## config.mk

```make
export PLATFORM = sky130hd
export DESIGN_NAME = mac_accum
export DESIGN_NICKNAME = d
export VERILOG_FILES = /design/src/rtl/mac_accum_pkg.sv /design/src/rtl/mac_accum_round_sat.sv /design/src/rtl/mac_accum.sv
export SDC_FILE = /design/constraint.sdc
export NUM_CORES = 1
export LEC_CHECK = 0
export BUFFER_PORTS_ARGS = -buffer_cell sky130_fd_sc_hd__buf_2
export CAP_MARGIN = 20
export CORE_MARGIN = 10
export CORE_UTILIZATION = 40
export CTS_CLUSTER_SIZE = 25
export DETAILED_ROUTE_END_ITERATION = 7
export PLACE_DENSITY = 0.67
export SYNTH_ARGS = -nofsm -noshare
export SYNTH_HDL_FRONTEND = slang
export SYNTH_SLANG_ARGS = --single-unit
```

## constraint.sdc

```tcl
create_clock -name clk -period 6.2 [get_ports clk]
set_clock_uncertainty 0.2 [all_clocks]
set_input_delay 0.31 -clock clk [delete_from_list [all_inputs] [get_ports clk]]
set_output_delay 0.31 -clock clk [all_outputs]
set_load 0.05 [all_outputs]
```

## src/rtl/mac_accum_pkg.sv

```systemverilog
// rtl/mac_accum_pkg.sv - shared FSM state type and default parameters for mac_accum
package mac_accum_pkg;

  typedef enum logic {
    ACC  = 1'b0,
    HOLD = 1'b1
  } state_t;

  localparam int DEF_MW    = 33;
  localparam int DEF_NACC  = 8;
  localparam int DEF_SHIFT = 16;
  localparam int DEF_OW    = 16;

endpackage

```

## src/rtl/mac_accum_round_sat.sv

```systemverilog
// rtl/mac_accum_round_sat.sv - round-half-up right shift followed by signed saturation
module round_sat #(
  parameter int IW    = 36,
  parameter int SHIFT = 16,
  parameter int OW    = 16
) (
  input  logic signed [IW-1:0] din,
  output logic signed [OW-1:0] dout,
  output logic                 sat
);

  localparam logic signed [IW:0] HALF = {{IW{1'b0}}, 1'b1} << (SHIFT - 1);
  localparam logic signed [IW:0] MAXV = {{(IW - OW + 2){1'b0}}, {(OW - 1){1'b1}}};
  localparam logic signed [IW:0] MINV = {{(IW - OW + 2){1'b1}}, {(OW - 1){1'b0}}};

  // One guard bit keeps the half-LSB offset from overflowing the accumulator range.
  logic signed [IW:0] ext;
  logic signed [IW:0] r;

  always_comb begin
    ext  = {din[IW-1], din};
    r    = (ext + HALF) >>> SHIFT;
    sat  = 1'b0;
    dout = r[OW-1:0];
    if (r > MAXV) begin
      dout = MAXV[OW-1:0];
      sat  = 1'b1;
    end else if (r < MINV) begin
      dout = MINV[OW-1:0];
      sat  = 1'b1;
    end
  end

endmodule

```

## src/rtl/mac_accum.sv

```systemverilog
// rtl/mac_accum.sv - accumulates NACC signed products per frame, emits a rounded saturated result
module mac_accum
  import mac_accum_pkg::*;
#(
  parameter int MW    = DEF_MW,
  parameter int NACC  = DEF_NACC,
  parameter int SHIFT = DEF_SHIFT,
  parameter int OW    = DEF_OW
) (
  input  logic                 clk,
  input  logic                 rst_n,
  input  logic                 clr,
  input  logic                 in_valid,
  input  logic signed [MW-1:0] in_data,
  output logic                 in_ready,
  output logic                 out_valid,
  output logic signed [OW-1:0] out_data,
  output logic                 out_sat,
  input  logic                 out_ready
);

  localparam int ACCW = MW + $clog2(NACC);
  localparam int CW   = (NACC > 1) ? $clog2(NACC) : 1;
  localparam logic [CW-1:0] LAST = CW'(NACC - 1);

  state_t                 state, state_nx;
  logic signed [ACCW-1:0] acc;
  logic signed [ACCW-1:0] sum;
  logic [CW-1:0]          cnt;
  logic                   take;
  logic                   last;
  logic signed [OW-1:0]   rs_data;
  logic                   rs_sat;

  assign take = in_valid && in_ready;
  assign last = (cnt == LAST);
  // Counter at zero means a new frame: the sample loads instead of adding.
  assign sum  = ((cnt == '0) ? '0 : acc) + ACCW'(in_data);

  round_sat #(
    .IW   (ACCW),
    .SHIFT(SHIFT),
    .OW   (OW)
  ) u_round_sat (
    .din (sum),
    .dout(rs_data),
    .sat (rs_sat)
  );

  always_ff @(posedge clk or negedge rst_n) begin
    if (!rst_n) state <= ACC;
    else        state <= state_nx;
  end

  always_comb begin
    state_nx = state;
    case (state)
      ACC:     if (take && last) state_nx = HOLD;
      HOLD:    if (out_ready && !(take && last)) state_nx = ACC;
      default: state_nx = ACC;
    endcase
    if (clr) state_nx = ACC;
  end

  always_comb begin
    in_ready  = (state == ACC) || out_ready;
    out_valid = (state == HOLD);
  end

  always_ff @(posedge clk or negedge rst_n) begin
    if (!rst_n) begin
      acc      <= '0;
      cnt      <= '0;
      out_data <= '0;
      out_sat  <= 1'b0;
    end else if (clr) begin
      acc     <= '0;
      cnt     <= '0;
      out_sat <= 1'b0;
    end else if (take) begin
      if (last) begin
        cnt      <= '0;
        out_data <= rs_data;
        out_sat  <= rs_sat;
      end else begin
        acc <= sum;
        cnt <= cnt + 1'b1;
      end
    end
  end

endmodule
```

==> results of run 1 <==
==> final cells by class <==
| class | count | area (um2) |
|---|---|---|
| clock buffer | 10 | 239 |
| clock inverter | 5 | 104 |
| fill | 1337 | 7070 |
| inverter | 14 | 52.6 |
| multi-input combinational | 535 | 3780 |
| sequential | 57 | 1430 |
| tap | 176 | 220 |
| timing repair buffer | 63 | 348 |
==> routing by layer <==
metal / up-vias / wire length, um / track usage, %
li1: 2434 / - / -
met1: 2424 / 7000 / 21.0
met2: 129 / 7270 / 27.6
met3: 23 / 747 / 4.10
met4: 0 / 358 / 5.86
met5: - / 0 / 0
==> registers in the layout, summed over array words and instances, names as in the netlist <==
name and count:
acc 36, out_data 16, cnt 3, out_sat 1
out_valid 1
==> cell families after synthesis <==
family	after synthesis	share of synthesized area, %
simple gates	252	25.0
compound gates	202	28.6
flops	57	26.4
buf+inv	43	3.82
xor+xnor	40	6.62
fa+ha+maj	40	9.40
mux	1	0.185
==> through the flow <==
stage          setup slack, ns  utilization (%)  cell area (um2)
2_1_floorplan             1.49                -             5400
3_3_place_gp             0.745             43.8             5800
3_5_place_dp             0.490             43.8             5800
4_1_cts                  0.468             46.4             6150
5_1_grt                  0.226             46.6             6170
6_report                 0.596             46.6             6170
==> critical path, stage by stage (launching register included) <==
cell       delay (ns)
dfrtp_1          0.39
inv_1            0.06
ha_1             0.19
nand2b_1         0.38
and2_1           0.20
ha_1             0.18
inv_1            0.06
fa_1             0.39
nand2b_1         0.19
a21o_1           0.21
a2111oi_4        0.41
nor3_1           0.11
xnor2_1          0.43
ha_1             0.32
nand3_1          0.18
nor4_1           0.43
and3_1           0.27
a32oi_1          0.08
a22oi_2          0.28
nor2_4           0.07
buf_12           0.16
o311ai_1         0.28
==> layout by cell type, fill, tap and decap left out, types with 7 or more instances in the layout <==
cell type | Yosys | routed
nand2_1 | 84 | 84
dfrtp_1 | 57 | 57
buf_2 | 6 | 56
a21oi_1 | 49 | 49
and2_1 | 40 | 40
nor2_1 | 40 | 39
ha_1 | 39 | 39
o21ai_0 | 36 | 36
xor2_1 | 24 | 24
nand4_1 | 18 | 18
xnor2_1 | 15 | 15
nand3_1 | 15 | 15
inv_1 | 14 | 14
a22o_1 | 14 | 14
o21ai_1 | 13 | 13
o211ai_1 | 10 | 10
nor3_1 | 9 | 9
clkbuf_16 | 0 | 9
o311ai_1 | 8 | 8
o311ai_4 | 8 | 8
and3_1 | 7 | 7
a21o_1 | 7 | 7
o21a_1 | 7 | 7
a211oi_1 | 7 | 7
o21bai_1 | 7 | 7
==> power breakdown <==
part	switching (mW)	total, mW	internal (mW)	leakage, nW
Sequential	0.0104	0.404	0.393	0.771
Clock	0.186	0.587	0.401	0.169
Combinational	0.218	0.339	0.120	1.84
Total	0.415	1.33	0.914	2.78
==> worst max path at each step <==
stage	from	to	slack, ns	depth (start not counted)
2_1_floorplan	cnt[0]	out_data[10]	1.49	20
3_3_place_gp	cnt[0]	out_data[1]	0.75	20
3_5_place_dp	cnt[0]	out_data[2]	0.49	20
4_1_cts	cnt[0]	out_data[4]	0.47	20
5_1_grt	cnt[0]	out_data[4]	0.23	21
6_report	cnt[0]	out_data[4]	0.60	21
==> timing repair <==
action / CTS / global route
endpoints found under the setup margin: 0 / 2
buffers inserted: 0 / 1
hold buffers: 1 / 0
hold endpoints to repair: 57 / 0
==> results.cfg, run 1 <==
[worst_setup_path]
r2r_start = cnt[0]
cp-end-kind = register
cp_max_fo = 16
critPathRequiredTime_ns = 6.23
worstPathArrival_ns = 5.63
reg2reg_slack_ns = 0.60
timing.rr.end = out_data[4]
reg2reg_depth = 21
crit_type = register to register
worst_setup_path_start_kind = register

[sta]
setup_viol = 0
slew_headroom_pct = 36.1
rsz0062_at_grt = no
worst_pin_slew_ns = 0.952
setup_tns_ns = 0
timing.fmax_mhz = 178
min_period_over_period_pct = 90.4
fin_crit_ns = 5.60
drv_slew = 0
finalHoldViolCount = 0
holdWs_ns = 0.0645

[place]
hpwl_um = 11700
gp_congestion = 0.928
port_buffers = 56
place_inst = 843

[global_route]
grt_max_degree = 58
grt_pass1_wl_um = 25200
grt_pass1_vias = 5084
antenna_found_initial = 0
grt_util_all_layers_pct = 16.8
grt_overflow_total = 0

[yosys]
synth_edf_count = 0
yosys_register_bits = 57
yosys-top-cells-area = dfrtp_1, ha_1, nand2_1
synth_area_per_cell_um2 = 8.51
ys_top_cells_by_count = nand2_1, dfrtp_1, a21oi_1, and2_1, nor2_1
netlist_area_um2 = 5400
ys_warn_count = 0
ys_types = 73
synth_ff_type = dfrtp_1
yosysTopAreaCellShare_pct = 26.4
synth-seq-area-share_pct = 26.4
async_reset_ff_share_pct = 100
synth_cells = 635
syn-num-nets = 713
yosysMostFrequentCell = nand2_1
yosysTopAreaCell = dfrtp_1

[die]
io_pins = 57
initial_core_util_pct = 40.8
die_w_um = 136
die_y_um = 136
core_um2 = 13200
die_area_um2 = 18600
rows = 42

[power]
ir_worst_vdd_v = 0.000231
p_total_mw = 1.33
p_leak_nw = 2.78
pwr_density_cell_nw_per_um2 = 215

[hold_path]
min_path_type = input port to register
min_to = out_valid
hold_start = in_valid
whs_path_depth = 3

[clock_tree]
cts_buffers = 9
path_clk_slew_ns = 0.05
clkLatencyLatePin_ns = 0.34
cts_buffer_depth = 2
cts-root-buf = clkbuf_16
clock_sinks = 57
cts_resized = 0
cts_tree = done
htreeDepth = 3

[layout]
drive_above_1_share_pct = 16.8
fin_nets = 758
area_growth_pct = 14.2
diodes = 0
final_cell_count_no_fill = 860

[routing]
via_count = 5010
drt_first_pass_iters = 5
drt_wl_total_um = 15400
drc = 0
wire_per_inst_um = 17.9
via_per_inst = 5.83
dr.first_iter.drc_count = 364
ant_nets = 0

[job]
max_cap_violations = 0

[run_status]
status = complete, no violations
Power figures use the tool's default switching activity.
==> run 2: changes to the inputs <==
Settings changed: ABC_AREA from default to 1, PLACE_DENSITY 0.67 to 0.66.
==> run 2 against run 1 <==
Global-route usage is 1.3 points higher. Utilization is 0.22 points higher. Total power is 8.6% higher. Clock power is 2% lower. Synthesized area is 17% higher. Sequential share of layout area is 3.2 points lower. Setup slack better by 0.70 ns. Worst hold slack worse by 0.0026 ns. Non-clock buffer count is 1 lower. Final area is 16% higher. Highest routed layer unchanged.
==> results.cfg, run 2 <==
[run_status]
status = complete, no violations

[sta]
setup_tns_ns = 0
worst_pin_slew_ns = 0.763
fin_crit_ns = 4.91
timing.fmax_mhz = 204
finalHoldViolCount = 0
min_period_over_period_pct = 79.2
setup_viol = 0
rsz0062_at_grt = no
worst_slack_ns = 1.29
drv_slew = 0
slew_headroom_pct = 49.1

[place]
hpwl_um = 15500
dp_slack_ns = 1.33
port_buffers = 56
dpl_cell_area_um2 = 6810
gp_congestion = 1.02
place_inst = 1353

[worst_setup_path]
slowest_stage = clkinv_1
crit_type = register to register
critPathRequiredTime_ns = 6.23
worst_setup_path_start_kind = register
cpPeakStageDelay_ns = 0.47
crit_path_frequent_cell = nand2_1
reg2reg_depth = 31
worstPathArrival_ns = 4.94
r2r_start = cnt[0]
cp-end-kind = register
cp_max_fo = 17
reg2reg_slack_ns = 1.29
timing.rr.end = out_data[10]

[clock_tree]
clock_sinks = 57
cts_buffers = 9
clkLatencyLatePin_ns = 0.35
path_clk_slew_ns = 0.05
cts_resized = 0
htreeDepth = 3
hold_buffers = 2
cts_buffer_depth = 2
cts_tree = done
cts-root-buf = clkbuf_16
post_cts_buffers = 0

[global_route]
grt_overflow_total = 0
grt_util_all_layers_pct = 18.1
grt_pass1_wl_um = 31700
antenna_found_initial = 0
grt_max_degree = 58
grt_pass1_vias = 6297

[yosys]
netlist_area_um2 = 6300
yosysMostFrequentCell = nand2_1
yosysTopAreaCell = nand2_1
ys_types = 36
ys_top_cells_by_count = nand2_1, inv_1, nor2_1, dfrtp_1, nand3_1
syn-num-nets = 1173
synth-seq-area-share_pct = 22.6
yosys_register_bits = 57
synth_edf_count = 0
synth_ff_type = dfrtp_1
ys_warn_count = 0
synth_area_per_cell_um2 = 5.75
async_reset_ff_share_pct = 100
yosysTopAreaCellShare_pct = 26.5
synth_cells = 1095
yosys-top-cells-area = nand2_1, dfrtp_1, inv_1

[job]
max_cap_violations = 0

[routing]
via_per_inst = 4.91
wire_per_inst_um = 14.0
dr.first_iter.drc_count = 510
via_count = 6732
ant_nets = 0
drt_wl_total_um = 19200
drt_first_pass_iters = 6
drc = 0

[power]
p_leak_nw = 4.17
pwr_density_cell_nw_per_um2 = 201
ir_worst_vdd_v = 0.000145

[layout]
largest_reg_flops = 36
area_growth_pct = 13.8
final_area_um2 = 7170
fin_nets = 1233
regMostFlops = acc
diodes = 0
layout_common_cells = nand2_1, inv_1, nor2_1
drive_above_1_share_pct = 12.2
post-route-util_pct = 46.8
final_cell_count_no_fill = 1371
reg.largest.list = acc x36, out_data x16, cnt x3
final_common_cell = nand2_1

[die]
io_pins = 57
core_um2 = 15300
die_y_um = 145
die_area_um2 = 21200
rows = 45
die_w_um = 145
initial_core_util_pct = 41.1

[hold_path]
min_path_type = input port to register
hold_start = in_valid
whs_path_depth = 3
min_to = out_valid
## run 2: layer usage
metal | vias to the layer above | track usage [%] | routed length [um]
met1 | 2994 | 24.4 | 9250
met3 | 34 | 3.91 | 1220
met2 | 196 | 27.9 | 8160
li1 | 3508 | - | -
met5 | - | 0 | 0
met4 | 0 | 6.12 | 519
## run 2: area by class of cell
class                   count  area, um2
clock buffers              12        267
repair buffers             62        330
multi-input cells         824       4050
flip-flops and latches     57       1430
inverters                 201        754
fillers                  1683       8150
clock inverters             4       73.8
well taps                 211        264
## run 2: how the worst max path moves through the flow
stage	startpoint	endpoint	slack, ns
detailed placement	cnt[0]	out_data[10]	1.33
CTS	cnt[0]	out_data[10]	1.32
finish	cnt[0]	out_data[10]	1.29
global placement	cnt[0]	out_data[13]	1.46
floorplan	cnt[0]	out_data[10]	2.34
global route	cnt[0]	out_data[3]	0.77
## run 2: logic make-up (layout without fill, tap and decap cells)
family / count (synthesis) / count (layout) / share of synthesized area, %
simple gates: 683 / 683 / 46.2
xor+xnor: 14 / 14 / 1.95
compound gates: 87 / 87 / 8.10
fa+ha+maj: 40 / 40 / 8.06
flops: 57 / 57 / 22.6
buf+inv: 214 / 279 / 13.1
## run 2: critical path: cells and delay by family, from the launching register on
kind / cells / cell delay, ns
adder cells (fa/ha/maj): 4 / 0.97
AND/OR/NAND/NOR: 22 / 2.45
flip-flops: 1 / 0.35
buffers and inverters: 5 / 0.84
## run 2: metrics by stage
| stage | hold slack, ns | power (mW) |
|---|---|---|
| after global routing | 0.105 | 1.54 |
| final | 0.0619 | 1.44 |
| after CTS | 0.0530 | 1.45 |
| after floorplan | -0.186 | 0.748 |
| after global placement | 0.261 | 0.862 |
| after detailed placement | 0.261 | 0.866 |
## run 2: power by group
part           internal, mW  leakage [nW]  switching [mW]  total, mW
Combinational         0.143          3.23           0.321      0.464
Sequential            0.395         0.769         0.00660      0.402
Clock                 0.385         0.169           0.193      0.578
Total                 0.923          4.17           0.521       1.44
==> run 3: changes to the inputs <==
Settings changed: PLACE_DENSITY 0.66 to 0.69.
Clock period 6.2 ns to 4.16 ns, I/O delays scaled along.
==> run 3 against run 2 <==
Routed wire length increased by 8.8%. Via count increased by 3.1%. Utilization increased by 7.0 points. Non-clock buffer count increased by 30. Worst hold slack got worse by 0.049 ns. Critical path depth decreased by 3. Final area increased by 15%. Fmax increased by 24%. Sequential power increased by 49%. Clock power increased by 48%. Total power increased by 64%. Largest cell class unchanged.
==> results.cfg, run 3 (synthesized netlist as in run 2, its figures left out) <==
[run_status]
status = complete, no violations

[power]
seqPwrFrac_pct = 25.3
pwr_density_cell_nw_per_um2 = 288
p_total_mw = 2.37
swShare_pct = 37.4
p_int_mw = 1.49
ir_worst_vdd_v = 0.000202
p_leak_nw = 4.42
pwr-share-comb_pct = 38.8
pwr-share-clk_pct = 36.0
p_sw_mw = 0.887

[layout]
final_cell_count_no_fill = 1402
regMostFlops = acc
reg.largest.list = acc x36, out_data x16, cnt x3
diodes = 0
final_common_cell = nand2_1
final_area_um2 = 8240
area_growth_pct = 30.8
nFillCells = 1525
largest_reg_flops = 36
layout_common_cells = nand2_1, inv_1, nor2_1
drive_above_1_share_pct = 25.9
fin_nets = 1265

[place]
place_inst = 1373
hpwl_um = 15800
dpl_cell_area_um2 = 6960
gp_congestion = 0.972
port_buffers = 56

[hold_path]
hold_start = in_valid
min_path_type = input port to register

[die]
die_area_um2 = 21200
rows = 45
core_um2 = 15300
die_y_um = 145
io_pins = 57
initial_core_util_pct = 41.1
die_w_um = 145

[clock_tree]
cts_buffer_depth = 2
clkLatencyLatePin_ns = 0.35
cts-root-buf = clkbuf_16
cts_buffers = 9
cts_tree = done
htreeDepth = 3
path_clk_slew_ns = 0.05
clock_sinks = 57

[worst_setup_path]
crit_type = register to register
worst_setup_path_start_kind = register
crit_path_frequent_cell = nand2_1
cpPeakStageDelay_ns = 0.39
cp-startpoint = cnt[0]
cp_max_fo = 8
worstPathArrival_ns = 3.98
r2r_start = cnt[0]
cp-end-kind = register
critPathRequiredTime_ns = 4.19
slowest_stage = dfrtp_1

[global_route]
grt_overflow_total = 0
grt_pass1_wl_um = 31900
antenna_found_initial = 0
grt_max_degree = 38
grt_pass1_vias = 6371
grt_util_all_layers_pct = 18.3

[routing]
dr.first_iter.drc_count = 475
drt_wl_total_um = 20800
drt_first_pass_iters = 6
ant_nets = 0
via_per_inst = 4.95
drc = 0
via_count = 6939
wire_per_inst_um = 14.9

[sta]
timing.fmax_mhz = 253
fin_crit_ns = 3.95
slew_headroom_pct = 40.7
drv_slew = 0
min_period_over_period_pct = 94.9
setup_viol = 0
finalHoldViolCount = 0
setup_tns_ns = 0
worst_pin_slew_ns = 0.889
holdWs_ns = 0.0130

[job]
max_cap_violations = 0
run 3: critical path: cells and delay by family (launching register included):
kind,cells,cell delay (ns)
adders and majority gates,3,0.67
and+or+nand+nor,19,1.92
DFF,1,0.39
AOI/OAI and AO/OA,1,0.20
buffers and inverters,5,0.46
run 3: routing by layer:
metal	global-route usage [%]	wire length, um	vias up
li1	-	-	3567
met1	23.9	9460	3150
met2	29.8	9730	198
met3	4.13	1280	24
met4	5.11	368	0
met5	0	0	-
run 3: stage by stage:
step	worst slack (ns)	utilization [%]
after global placement	0.0462	45.4
after global routing	-0.0825	53.8
after detailed placement	0.0240	45.4
after floorplan	0.296	-
after CTS	0.00931	47.8
final	0.213	53.8
run 3: timing repair:
item | in CTS | in global routing
setup endpoints to repair | 3 | 16
buffers inserted | 0 | 7
cloned | 0 | 4
hold buffers | 3 | 0
hold endpoints to repair | 25 | 0
pin swaps | 0 | 51
gates resized for setup | 1 | 199
run 3: power groups by stage:
stage / logic, mW / clock network (mW) / registers (mW)
finish: 0.919 / 0.853 / 0.600
detailed placement: 0.715 / 0 / 0.609
global placement: 0.712 / 0 / 0.608
floorplan: 0.500 / 0 / 0.615
global route: 1.01 / 0.884 / 0.603
CTS: 0.720 / 0.859 / 0.600
run 3: final timing paths:
check | endpoint | slack, ns | cells after the start
min in group asynchronous | acc[9] | 0.23 | 2
max reg2reg | out_data[8] | 0.21 | 28
min reg2reg | out_data[10] | 0.27 | 2
min | cnt[2] | 0.01 | 4
max in group asynchronous | out_data[8] | 2.63 | 3
max | out_data[8] | 0.21 | 28
run 3: cell type report:
class	instances	area [um2]	share of cell area (%)
clock buffers	13	270	3.28
clock inverters	2	60.1	0.729
inverters	201	762	9.25
multi-input cells	826	4840	58.7
flip-flops and latches	57	1430	17.3
well taps	211	264	3.20
repair buffers	92	618	7.50
